File: config.mk
export PLATFORM = sky130hd
export DESIGN_NAME = ped_request
export DESIGN_NICKNAME = d
export VERILOG_FILES = /design/src/rtl/ped_request.sv
export SDC_FILE = /design/constraint.sdc
export NUM_CORES = 1
export LEC_CHECK = 0
export ABC_CLOCK_PERIOD_IN_PS = 2000
export CORE_ASPECT_RATIO = 0.6
export CORE_MARGIN = 1
export CORE_UTILIZATION = 40
export DETAILED_ROUTE_END_ITERATION = 16
export GPL_ROUTABILITY_DRIVEN = 1
export PLACE_DENSITY_LB_ADDON = 0.05
export SLEW_MARGIN = 10
export SYNTH_ARGS = -nofsm -noshare
export SYNTH_HDL_FRONTEND = slang
export SYNTH_SLANG_ARGS = --single-unit
export TNS_END_PERCENT = 10
File: constraint.sdc
create_clock -name Clk -period 2 [get_ports Clk]
set_clock_uncertainty 0.1 [all_clocks]
set_input_delay 0.2 -clock Clk [delete_from_list [all_inputs] [get_ports Clk]]
set_output_delay 0.2 -clock Clk [all_outputs]
set_load 0.1 [all_outputs]
File: src/rtl/ped_request.sv
// rtl/ped_request.sv - pedestrian request front end: button conditioning, request latch, walk countdown.
// Define PED_FLASH_EN to flash the walk lamp during the final FLASH_SEC seconds.

module ped_channel #(
    parameter logic [15:0] DEB_CYCLES = 16'd50000,
    parameter logic [7:0]  WALK_SEC   = 8'd15,
    parameter logic [7:0]  FLASH_SEC  = 8'd5
) (
    input  logic       clk_i,
    input  logic       rst_ni,
    input  logic       tick_i,
    input  logic       btn_i,
    input  logic       grant_i,
    output logic       req_o,
    output logic       walk_o,
    output logic       done_o,
    output logic [7:0] walk_cnt_o
);
    typedef enum logic [1:0] {IDLE, PEND, WALK} state_t;

    state_t      state_q;
    logic        sync1_q, sync2_q;
    logic        deb_q, deb_d;
    logic        deb_prev_q, press_q;
    logic [15:0] deb_cnt_q, deb_cnt_d;
    logic        req_q, walk_q, done_q;
    logic [7:0]  cnt_q;

    // Lamp level for a remaining-seconds value; only ever evaluated for counts >= 1.
    function automatic logic walk_level(input logic [7:0] n);
`ifdef PED_FLASH_EN
        return (n > FLASH_SEC) ? 1'b1 : n[0];
`else
        return (n != 8'd0) || (n > FLASH_SEC);
`endif
    endfunction

    always_comb begin
        deb_d     = deb_q;
        deb_cnt_d = '0;
        if (sync2_q != deb_q) begin
            if (deb_cnt_q == DEB_CYCLES - 16'd1) begin
                deb_d = sync2_q;
            end else begin
                deb_cnt_d = deb_cnt_q + 16'd1;
            end
        end
    end

    always_ff @(posedge clk_i or negedge rst_ni) begin
        if (!rst_ni) begin
            state_q    <= IDLE;
            sync1_q    <= 1'b0;
            sync2_q    <= 1'b0;
            deb_q      <= 1'b0;
            deb_cnt_q  <= '0;
            deb_prev_q <= 1'b0;
            press_q    <= 1'b0;
            req_q      <= 1'b0;
            walk_q     <= 1'b0;
            done_q     <= 1'b0;
            cnt_q      <= '0;
        end else begin
            sync1_q    <= btn_i;
            sync2_q    <= sync1_q;
            deb_q      <= deb_d;
            deb_cnt_q  <= deb_cnt_d;
            deb_prev_q <= deb_q;
            press_q    <= deb_q & ~deb_prev_q;
            done_q     <= 1'b0;
            case (state_q)
                IDLE: begin
                    if (press_q) begin
                        state_q <= PEND;
                        req_q   <= 1'b1;
                    end
                end
                PEND: begin
                    // A grant here always wins; a coincident tick is not counted.
                    if (grant_i) begin
                        state_q <= WALK;
                        req_q   <= 1'b0;
                        cnt_q   <= WALK_SEC;
                        walk_q  <= walk_level(WALK_SEC);
                    end
                end
                WALK: begin
                    if (tick_i) begin
                        if (cnt_q > 8'd1) begin
                            cnt_q  <= cnt_q - 8'd1;
                            walk_q <= walk_level(cnt_q - 8'd1);
                        end else begin
                            cnt_q   <= '0;
                            walk_q  <= 1'b0;
                            done_q  <= 1'b1;
                            state_q <= IDLE;
                        end
                    end
                end
                default: begin
                    state_q <= IDLE;
                    req_q   <= 1'b0;
                    walk_q  <= 1'b0;
                    cnt_q   <= '0;
                end
            endcase
        end
    end

    assign req_o      = req_q;
    assign walk_o     = walk_q;
    assign done_o     = done_q;
    assign walk_cnt_o = cnt_q;
endmodule

module ped_request #(
    parameter logic [15:0] DEB_CYCLES = 16'd50000,
    parameter logic [7:0]  WALK_SEC   = 8'd15,
    parameter logic [7:0]  FLASH_SEC  = 8'd5
) (
    input  logic       Clk,
    input  logic       Reset,
    input  logic       Tick,
    input  logic       Btn_NS,
    input  logic       Btn_EW,
    input  logic       Grant_NS,
    input  logic       Grant_EW,
    output logic       Req_NS,
    output logic       Req_EW,
    output logic       Walk_NS,
    output logic       Walk_EW,
    output logic       Done_NS,
    output logic       Done_EW,
    output logic [7:0] Walk_cnt_NS,
    output logic [7:0] Walk_cnt_EW
);
    ped_channel #(
        .DEB_CYCLES (DEB_CYCLES),
        .WALK_SEC   (WALK_SEC),
        .FLASH_SEC  (FLASH_SEC)
    ) u_ns (
        .clk_i      (Clk),
        .rst_ni     (Reset),
        .tick_i     (Tick),
        .btn_i      (Btn_NS),
        .grant_i    (Grant_NS),
        .req_o      (Req_NS),
        .walk_o     (Walk_NS),
        .done_o     (Done_NS),
        .walk_cnt_o (Walk_cnt_NS)
    );

    ped_channel #(
        .DEB_CYCLES (DEB_CYCLES),
        .WALK_SEC   (WALK_SEC),
        .FLASH_SEC  (FLASH_SEC)
    ) u_ew (
        .clk_i      (Clk),
        .rst_ni     (Reset),
        .tick_i     (Tick),
        .btn_i      (Btn_EW),
        .grant_i    (Grant_EW),
        .req_o      (Req_EW),
        .walk_o     (Walk_EW),
        .done_o     (Done_EW),
        .walk_cnt_o (Walk_cnt_EW)
    );
endmodule
==> impl_metrics.ini, run 1 <==
[detailed_routing]
firstDrtPassIters = 5
post_drt_via_cell_ratio = 5.058
route.detailed.drc = 0
top_layer = met4
wirelength_met1_mm = 4.286
wirelength_mm = 7.820
wl_per_cell_um = 13.77
wl_met3_um = 364
dr.first_iter.drc_count = 225
vias = 2873
detail-route-antenna-nets = 0
wl_met2_mm = 3.082

[setup_path]
path_class = reg2reg
cp-start-kind = flip-flop
worstPathArrival_ps = 2250
cp-end-kind = flip-flop
required_ps = 2120
worstPathMaxFanout = 3

[place]
port_buffers = 28
routabilityCongestion = 0.8056
hpwl_mm = 5.607

[global_route]
grt_pass1_wl_mm = 12.97
grt_max_degree = 36
grt_usage_pct = 18.78
antenna_found_initial = 0
grt_pass1_vias = 2663
overflow = 0

[synth]
yosys-top-cells-area = dfrtp_1 49%, nor2_1 5.6%, ha_1 5.0%, xnor2_1 4.3%, o21ai_0 3.6%
synthTopCellsByCount = 68 x dfrtp_1, 52 x nor2_1, 25 x nand2_1, 25 x o21ai_0, 19 x a21oi_1
syn_nets = 391
synth.top_cell.area_share_pct = 48.62
synthArstFlopShare_pct = 100.0
avgSynthCellArea_um2 = 9.458
synth_area_leader_cell = dfrtp_1
synthMostInstantiatedCell = dfrtp_1
syn_area_mm2 = 0.003500
ys_warn_count = 0
synth_edf_count = 0
synth.distinct_cells = 40
ys_seq_elements = 68
synth-main-ff-cell = dfrtp_1
synth-seq-area-share_pct = 48.62
synth_cells = 370

[final_layout]
nets = 472
nFillCells = 750
regArea_mm2 = 0.001730
drive_gt1_share_pct = 25.44
multi_input_area_mm2 = 0.001752
diodes = 0
syn_to_final_growth_pct = 31.36

[clock_tree]
clock_path_buffers = 2
clockRootBuffer = clkbuf_16
tritoncts = done
clk_pin_slew_ps = 60
cts.htree.levels = 3
cts_num_sinks = 68
post_cts_buffers = 0
numCtsBuffers = 9
clk_latency_ps = 330

[pwr]
peakVddDrop_uv = 455.9
p_per_area_mw_per_mm2 = 680.5
p_total_mw = 3.128
power_leakage_nw = 2.074

[die]
die-height_um = 74.45
core_mm2 = 0.008491
initial_core_util_pct = 41.22
dieWidth_um = 122.8
std_cell_rows = 26
die-area_mm2 = 0.009139
ios = 29

[timing]
worst_pin_slew_ps = 523.9
slew_violations = 0
fin_crit_ps = 2135
fmax_mhz = 468.5
rsz0062_at_grt = true
fin_crit_sh_pct = 106.7
setup_slack_ps = -134.7
finalSetupTns_ps = -327.5
finalSetupViolCount = 8
maxSlewHeadroom_pct = 64.75
holdWs_ps = 181.7
finalHoldViolCount = 0

[min_path]
hp-class = in2async

[run]
maxCapViolCount = 0

[outcome]
status = finished with violations
violations = negative setup slack
==> cell type report <==
class	count	share of cell area, %
multi-input combinational	278	38.11
inverter	18	1.470
sequential	68	37.64
timing repair buffer	76	12.96
clock buffer	11	5.498
tap	112	3.048
clock inverter	5	1.279
==> per-stage QoR <==
step / util [%] / cell area, um^2 / cells / setup WS (ps)
after CTS: 53.89 / 4576 / 568 / -133.1
after detailed placement: 49.84 / 4232 / 551 / -119.9
after global placement: 49.84 / 4232 / 551 / -104.0
after global routing: 54.14 / 4597 / 568 / -189.1
after floorplan: - / 3531 / 370 / -327.3
final: 54.14 / 4597 / 568 / -134.7
==> critical path, cell delays in order, from the launching register on <==
cell,delay [ps]
dfrtp_4,470
or4_4,570
o31a_4,360
nor3_4,140
o21ai_2,90
mux2_4,290
==> layout by cell type (no fill, tap or decap), types with 6 or more instances in the layout <==
cell type	netlist	final
a21oi_1	19	18
and3_1	11	11
dfrtp_2	0	8
ha_1	14	14
inv_1	18	18
nor4_1	6	6
xor2_1	14	14
nor2_1	52	52
dfrtp_1	68	55
a31oi_1	9	9
buf_4	0	68
nand3_1	18	17
nor3_1	12	11
clkbuf_16	0	9
nand2_1	25	25
o21ai_0	25	22
xnor2_1	17	17
==> sequential cells by signal (all words and copies together) (netlist names), 2 cells and up <==
signal           cells
u_ns.walk_cnt_o      8
u_ew.walk_cnt_o      8
u_ns.state_q         2
u_ns.deb_cnt_q      16
u_ew.state_q         2
u_ew.deb_cnt_q      16
==> where the power goes <==
group          switching [mW]  internal [mW]  total [mW]
sequential             0.0130           1.39        1.40
combinational          0.0510         0.0338      0.0848
clock                   0.606           1.03        1.64
total                   0.670           2.46        3.13
==> path summary, 6_finish.rpt <==
check,from,endpoint,slack (ps),depth (start not counted)
hold / removal,Reset,u_ns.walk_cnt_o[1],180,2
max in group asynchronous,Reset,u_ew.deb_cnt_q[15],910,4
hold reg to reg,u_ew.sync1_q,u_ew.sync2_q,250,0
setup reg to reg,u_ns.walk_cnt_o[4],u_ns.state_q[1],-130,5
min in group Clk,Btn_NS,u_ns.sync1_q,210,1
setup / recovery,u_ns.walk_cnt_o[4],u_ns.state_q[1],-130,5
==> per-layer routing <==
layer,global-route usage [%],vias to the layer above
met5,0,-
met2,25.72,61
li1,-,1466
met3,4.831,9
met1,28.33,1337
met4,6.640,0
==> cells by family (layout without fill, tap and decap cells) <==
group                      count (synthesis)  count (layout)  synth area share (%)
AOI/OAI and AO/OA                         72              72                 12.41
xor gates and xnor gates                  31              31                 7.758
adders and majority gates                 14              14                 5.005
buffers and inverters                     24             110                 2.574
DFF                                       68              68                 48.62
muxes                                      3               3                 1.072
and+or+nand+nor                          158             158                 22.56
==> repair_timing <==
| item | CTS | global route |
|---|---|---|
| hold buffers | 1 | 0 |
| endpoints found under the hold margin | 43 | 0 |
| resized for setup | 6 | 6 |
| endpoints found under the setup margin | 10 | 20 |
| pin swaps | 2 | 3 |
Power figures use the tool's default switching activity.
==> run 2: changes to the inputs <==
Settings changed: ABC_AREA from default to 1, CORE_MARGIN 1 to default, SETUP_SLACK_MARGIN from default to 0.15.
==> impl_metrics.ini, run 2 <==
[final_layout]
final_cell_mix = 92 x nand2_1, 63 x nor2_1, 62 x inv_1
nets = 532
syn_to_final_growth_pct = 21.31
layout_commonest_cell = nand2_1
drive_gt1_share_pct = 19.38
multi_input_area_mm2 = 0.001779
reg.largest.list = u_ew.deb_cnt_q (16), u_ns.deb_cnt_q (16)
nFillCells = 852
fin_area_mm2 = 0.004529
final_core_util_pct = 51.57
regArea_mm2 = 0.001724
diodes = 0

[synth]
synth.top_cell.area_share_pct = 45.58
synthTopCellsByCount = 93 x nand2_1, 68 x dfrtp_1, 63 x inv_1, 63 x nor2_1, 35 x nand3_1
synth_cells = 464
synth.distinct_cells = 35
synth-main-ff-cell = dfrtp_1
synthArstFlopShare_pct = 100.0
ys_warn_count = 0
synth-seq-area-share_pct = 45.58
yosys-top-cells-area = dfrtp_1 46%, nand2_1 9.3%, inv_1 6.3%, nor2_1 6.3%, ha_1 4.7%
syn_area_mm2 = 0.003734
synth_edf_count = 0
synth_area_leader_cell = dfrtp_1
ys_seq_elements = 68
avgSynthCellArea_um2 = 8.047
syn_nets = 485
synthMostInstantiatedCell = nand2_1

[pwr]
power_frac_seq_pct = 34.2
peakVddDrop_uv = 498.5
p_int_mw = 2.889
p_total_mw = 4.598
p_switching_mw = 1.709
p_per_area_mw_per_mm2 = 1015
p_comb_share_pct = 31.4
power_leakage_nw = 2.098
switching_share_pct = 37.18
power_frac_clock_pct = 34.3

[detailed_routing]
dr.first_iter.drc_count = 162
wl_per_cell_um = 12.55
wl_met2_mm = 3.046
wl_met3_um = 391
wirelength_met1_mm = 4.379
route.detailed.drc = 0
top_layer = met4
detail-route-antenna-nets = 0
post_drt_via_cell_ratio = 4.812
vias = 3022
wirelength_mm = 7.880
firstDrtPassIters = 4

[clock_tree]
cts_num_sinks = 68
clock_path_buffers = 2
clk_latency_ps = 330
tritoncts = done
numCtsBuffers = 9
cts.htree.levels = 3
clk_pin_slew_ps = 50
clockRootBuffer = clkbuf_16

[global_route]
grt_pass1_vias = 2797
grt_pass1_wl_mm = 13.30
grt_usage_pct = 17.47
grt_max_degree = 23
antenna_found_initial = 0
overflow = 0

[min_path]
hp-class = in2reg

[timing]
finalSetupViolCount = 0
rsz0062_at_grt = true
maxSlewHeadroom_pct = 65.11
finalHoldViolCount = 0
fin_crit_sh_pct = 88.82
slew_violations = 0
fin_crit_ps = 1776
finalSetupTns_ps = 0
fmax_mhz = 562.9
worst_pin_slew_ps = 523.3

[setup_path]
cp-start-kind = flip-flop
crit_path_cell_trace = inv_1 -> ha_2 -> xnor2_1 -> nand3_1 -> nor2_1 -> nand3_1 -> nand2_1 -> nand2_1
required_ps = 2120
max_stage_delay_ps = 500
worstPathArrival_ps = 1890
cp-end-kind = flip-flop
worstPathMaxFanout = 6
cpMaxStageDelayCell = dfrtp_4
path_class = reg2reg

[die]
std_cell_rows = 26
ios = 29
core_mm2 = 0.008783
dieWidth_um = 126.7
die-height_um = 76.84
initial_core_util_pct = 42.51
die-area_mm2 = 0.009737

[place]
routabilityCongestion = 0.8561
hpwl_mm = 5.860
dpl_cell_area_mm2 = 0.004161
port_buffers = 28

[run]
maxCapViolCount = 0

[outcome]
status = completed
## run 2: cells by family (layout without fill, tap and decap cells)
group                      Yosys count  count (layout)  share of synthesized area (%)
xor gates and xnor gates            15              15                          3.519
AOI/OAI and AO/OA                   44              44                          6.636
buffers and inverters               74             126                          7.674
DFF                                 68              68                          45.58
adders and majority gates           14              14                          4.692
and+or+nand+nor                    249             249                          31.90
## run 2: power groups by stage
stage               Clock (mW)  Sequential (mW)  Combinational (mW)
finish                    1.58             1.57                1.44
global placement             0             1.60                1.44
global route              1.68             1.59                1.57
floorplan                    0             2.01               0.675
detailed placement           0             1.60                1.44
CTS                       1.62             1.58                1.45
## run 2: critical path: cells and delay by family (launching register included)
family / cells / cell delay [ps]
flops: 1 / 500
fa+ha+maj: 1 / 280
simple gates: 5 / 440
buf+inv: 1 / 150
xor+xnor: 1 / 190
## run 2: metal layers
layer / track usage (%) / up-vias
li1: - / 1583
met1: 25.93 / 1368
met2: 23.26 / 67
met3: 6.001 / 4
met4: 5.833 / 0
met5: 0 / -
## run 2: final cells by class
cell class	instances	area share [%]
tap	112	3.094
multi-input combinational	322	39.28
clock buffer	12	5.442
sequential	68	38.07
clock inverter	4	1.105
timing repair buffer	38	6.934
inverter	72	6.077
## run 2: final timing paths
| check | from | depth (start not counted) | end | slack, ps |
|---|---|---|---|---|
| setup / recovery | u_ns.walk_cnt_o[0] | 8 | u_ns.walk_o | 220 |
| hold / removal | Btn_EW | 1 | u_ew.sync1_q | 210 |
| setup reg to reg | u_ns.walk_cnt_o[0] | 8 | u_ns.walk_o | 220 |
| hold reg to reg | u_ns.sync1_q | 0 | u_ns.sync2_q | 250 |
| max in group asynchronous | Reset | 3 | u_ns.deb_cnt_q[14] | 860 |
| min in group asynchronous | Reset | 2 | u_ns.walk_cnt_o[0] | 280 |
## run 2: what timing repair did
| item | CTS | global route |
|---|---|---|
| pin swaps | 0 | 3 |
| endpoints found under the setup margin | 1 | 20 |
| resized for setup | 1 | 8 |
| setup buffers | 0 | 3 |
| endpoints found under the hold margin | 19 | 0 |
| hold buffers | 1 | 0 |
## run 2: stage by stage
stage	setup slack [ps]	hold slack, ps	cells
after floorplan	133.4	-195.6	464
after CTS	183.9	194.5	625
after global routing	102.0	198.8	628
after detailed placement	166.3	110.0	608
final	223.5	206.7	628
after global placement	227.1	109.7	608
==> run 3: changes to the inputs <==
Settings changed: CORE_MARGIN from default to 2, CORE_UTILIZATION 40 to 35.
==> impl_metrics.ini, run 3 (synthesis gave the netlist of run 2 again) <==
[final_layout]
final_cell_mix = 92 x nand2_1, 63 x inv_1, 62 x nor2_1
drive_gt1_share_pct = 18.24
layout_commonest_cell = nand2_1
nets = 527
diodes = 0
nFillCells = 1030
reg.largest.list = u_ew.deb_cnt_q (16), u_ns.deb_cnt_q (16)
final_cell_count_no_fill = 649
syn_to_final_growth_pct = 20.98

[global_route]
overflow = 0
grt_pass1_vias = 2868
antenna_found_initial = 0
grt_pass1_wl_mm = 13.73
grt_usage_pct = 15.37
grt_max_degree = 69

[min_path]
hp-class = in2reg

[clock_tree]
numCtsBuffers = 9
cts_num_sinks = 68
clk_pin_slew_ps = 60
tritoncts = done
clock_path_buffers = 2
clockRootBuffer = clkbuf_16
post_cts_buffers = 0
cts.htree.levels = 3
clk_latency_ps = 330

[detailed_routing]
wl_per_cell_um = 12.35
vias = 3048
wl_met3_um = 445
wirelength_met1_mm = 4.423
post_drt_via_cell_ratio = 4.696
wl_met2_mm = 3.046
route.detailed.drc = 0
detail-route-antenna-nets = 0
top_layer = met4
wirelength_mm = 8.016
firstDrtPassIters = 5
dr.first_iter.drc_count = 216

[setup_path]
path_common_cell = inv_1
cp-start-kind = flip-flop
crit_path_cell_trace = inv_1 -> ha_4 -> inv_1 -> nand2_1 -> nand4_1 -> nand2_2 -> nand3_1 -> nor2_1 -> a21oi_1
worstPathArrival_ps = 1870
max_stage_delay_ps = 490
required_ps = 2110
cp-end-kind = flip-flop
cpMaxStageDelayCell = dfrtp_4
path_class = reg2reg
worstPathMaxFanout = 5

[timing]
rsz0062_at_grt = true
worst_pin_slew_ps = 371.9
finalHoldViolCount = 0
fin_crit_sh_pct = 87.74
finalSetupViolCount = 0
fin_crit_ps = 1755
holdWs_ps = 204.1
finalSetupTns_ps = 0
fmax_mhz = 569.9
slew_violations = 0
maxSlewHeadroom_pct = 75.20
setup_slack_ps = 245.3

[place]
placed_cells = 633
hpwl_mm = 5.836
port_buffers = 28
routabilityCongestion = 0.7982
place_ws_ps = 173.1

[die]
std_cell_rows = 29
dieWidth_um = 137.3
initial_core_util_pct = 35.60
die-height_um = 84
die-area_mm2 = 0.01154
core_mm2 = 0.01049
ios = 29

[pwr]
p_per_area_mw_per_mm2 = 1011
p_total_mw = 4.566
power_leakage_nw = 2.078
peakVddDrop_uv = 630.4

[run]
maxCapViolCount = 0

[outcome]
status = completed
run 3: report_power, final:
| part | switching, mW | internal, mW | total [mW] |
|---|---|---|---|
| Clock | 0.576 | 0.966 | 1.54 |
| Sequential | 0.0925 | 1.49 | 1.58 |
| Combinational | 1.04 | 0.402 | 1.45 |
run 3: metal layers:
layer	vias up	track usage (%)
li1	1579	-
met1	1388	23.25
met2	71	20.26
met3	10	5.100
met4	0	4.873
met5	-	0
run 3: worst paths after layout:
check | startpoint | depth (start not counted) | slack (ps) | to
setup / recovery | u_ew.walk_cnt_o[0] | 9 | 250 | u_ew.state_q[1]
hold / removal | Btn_NS | 1 | 200 | u_ns.sync1_q
setup reg to reg | u_ew.walk_cnt_o[0] | 9 | 250 | u_ew.state_q[1]
hold reg to reg | u_ew.sync1_q | 0 | 260 | u_ew.sync2_q
max in group asynchronous | Reset | 3 | 1150 | u_ew.walk_cnt_o[1]
min in group asynchronous | Reset | 3 | 320 | u_ns.deb_cnt_q[9]
run 3: through the flow:
| stage | util, % | area [um^2] |
|---|---|---|
| finish | 43.07 | 4517 |
| global route | 43.07 | 4517 |
| CTS | 42.72 | 4479 |
| detailed placement | 39.86 | 4180 |
| global placement | 39.86 | 4180 |
| floorplan | - | 3759 |
run 3: worst max-delay path: cells and delay by family, from the launching register on:
kind / cells / cell delay [ps]
simple gates: 5 / 600
buf+inv: 2 / 220
flops: 1 / 490
compound gates: 1 / 50
fa+ha+maj: 1 / 190
run 3: final cells by class:
cell class,instances,area [um^2],share of cell area (%)
inverter,72,271.5,6.011
timing repair buffer,33,272.8,6.039
clock inverter,1,5.005,0.1108
multi-input combinational,322,1785,39.53
clock buffer,14,284.0,6.288
tap,139,173.9,3.850
sequential,68,1724,38.17
run 3: repair_timing:
action | 4_1_cts | 5_1_grt
hold buffers | 1 | 0
hold endpoints to repair | 68 | 0
setup endpoints to repair | 0 | 19
resized for setup | 0 | 7
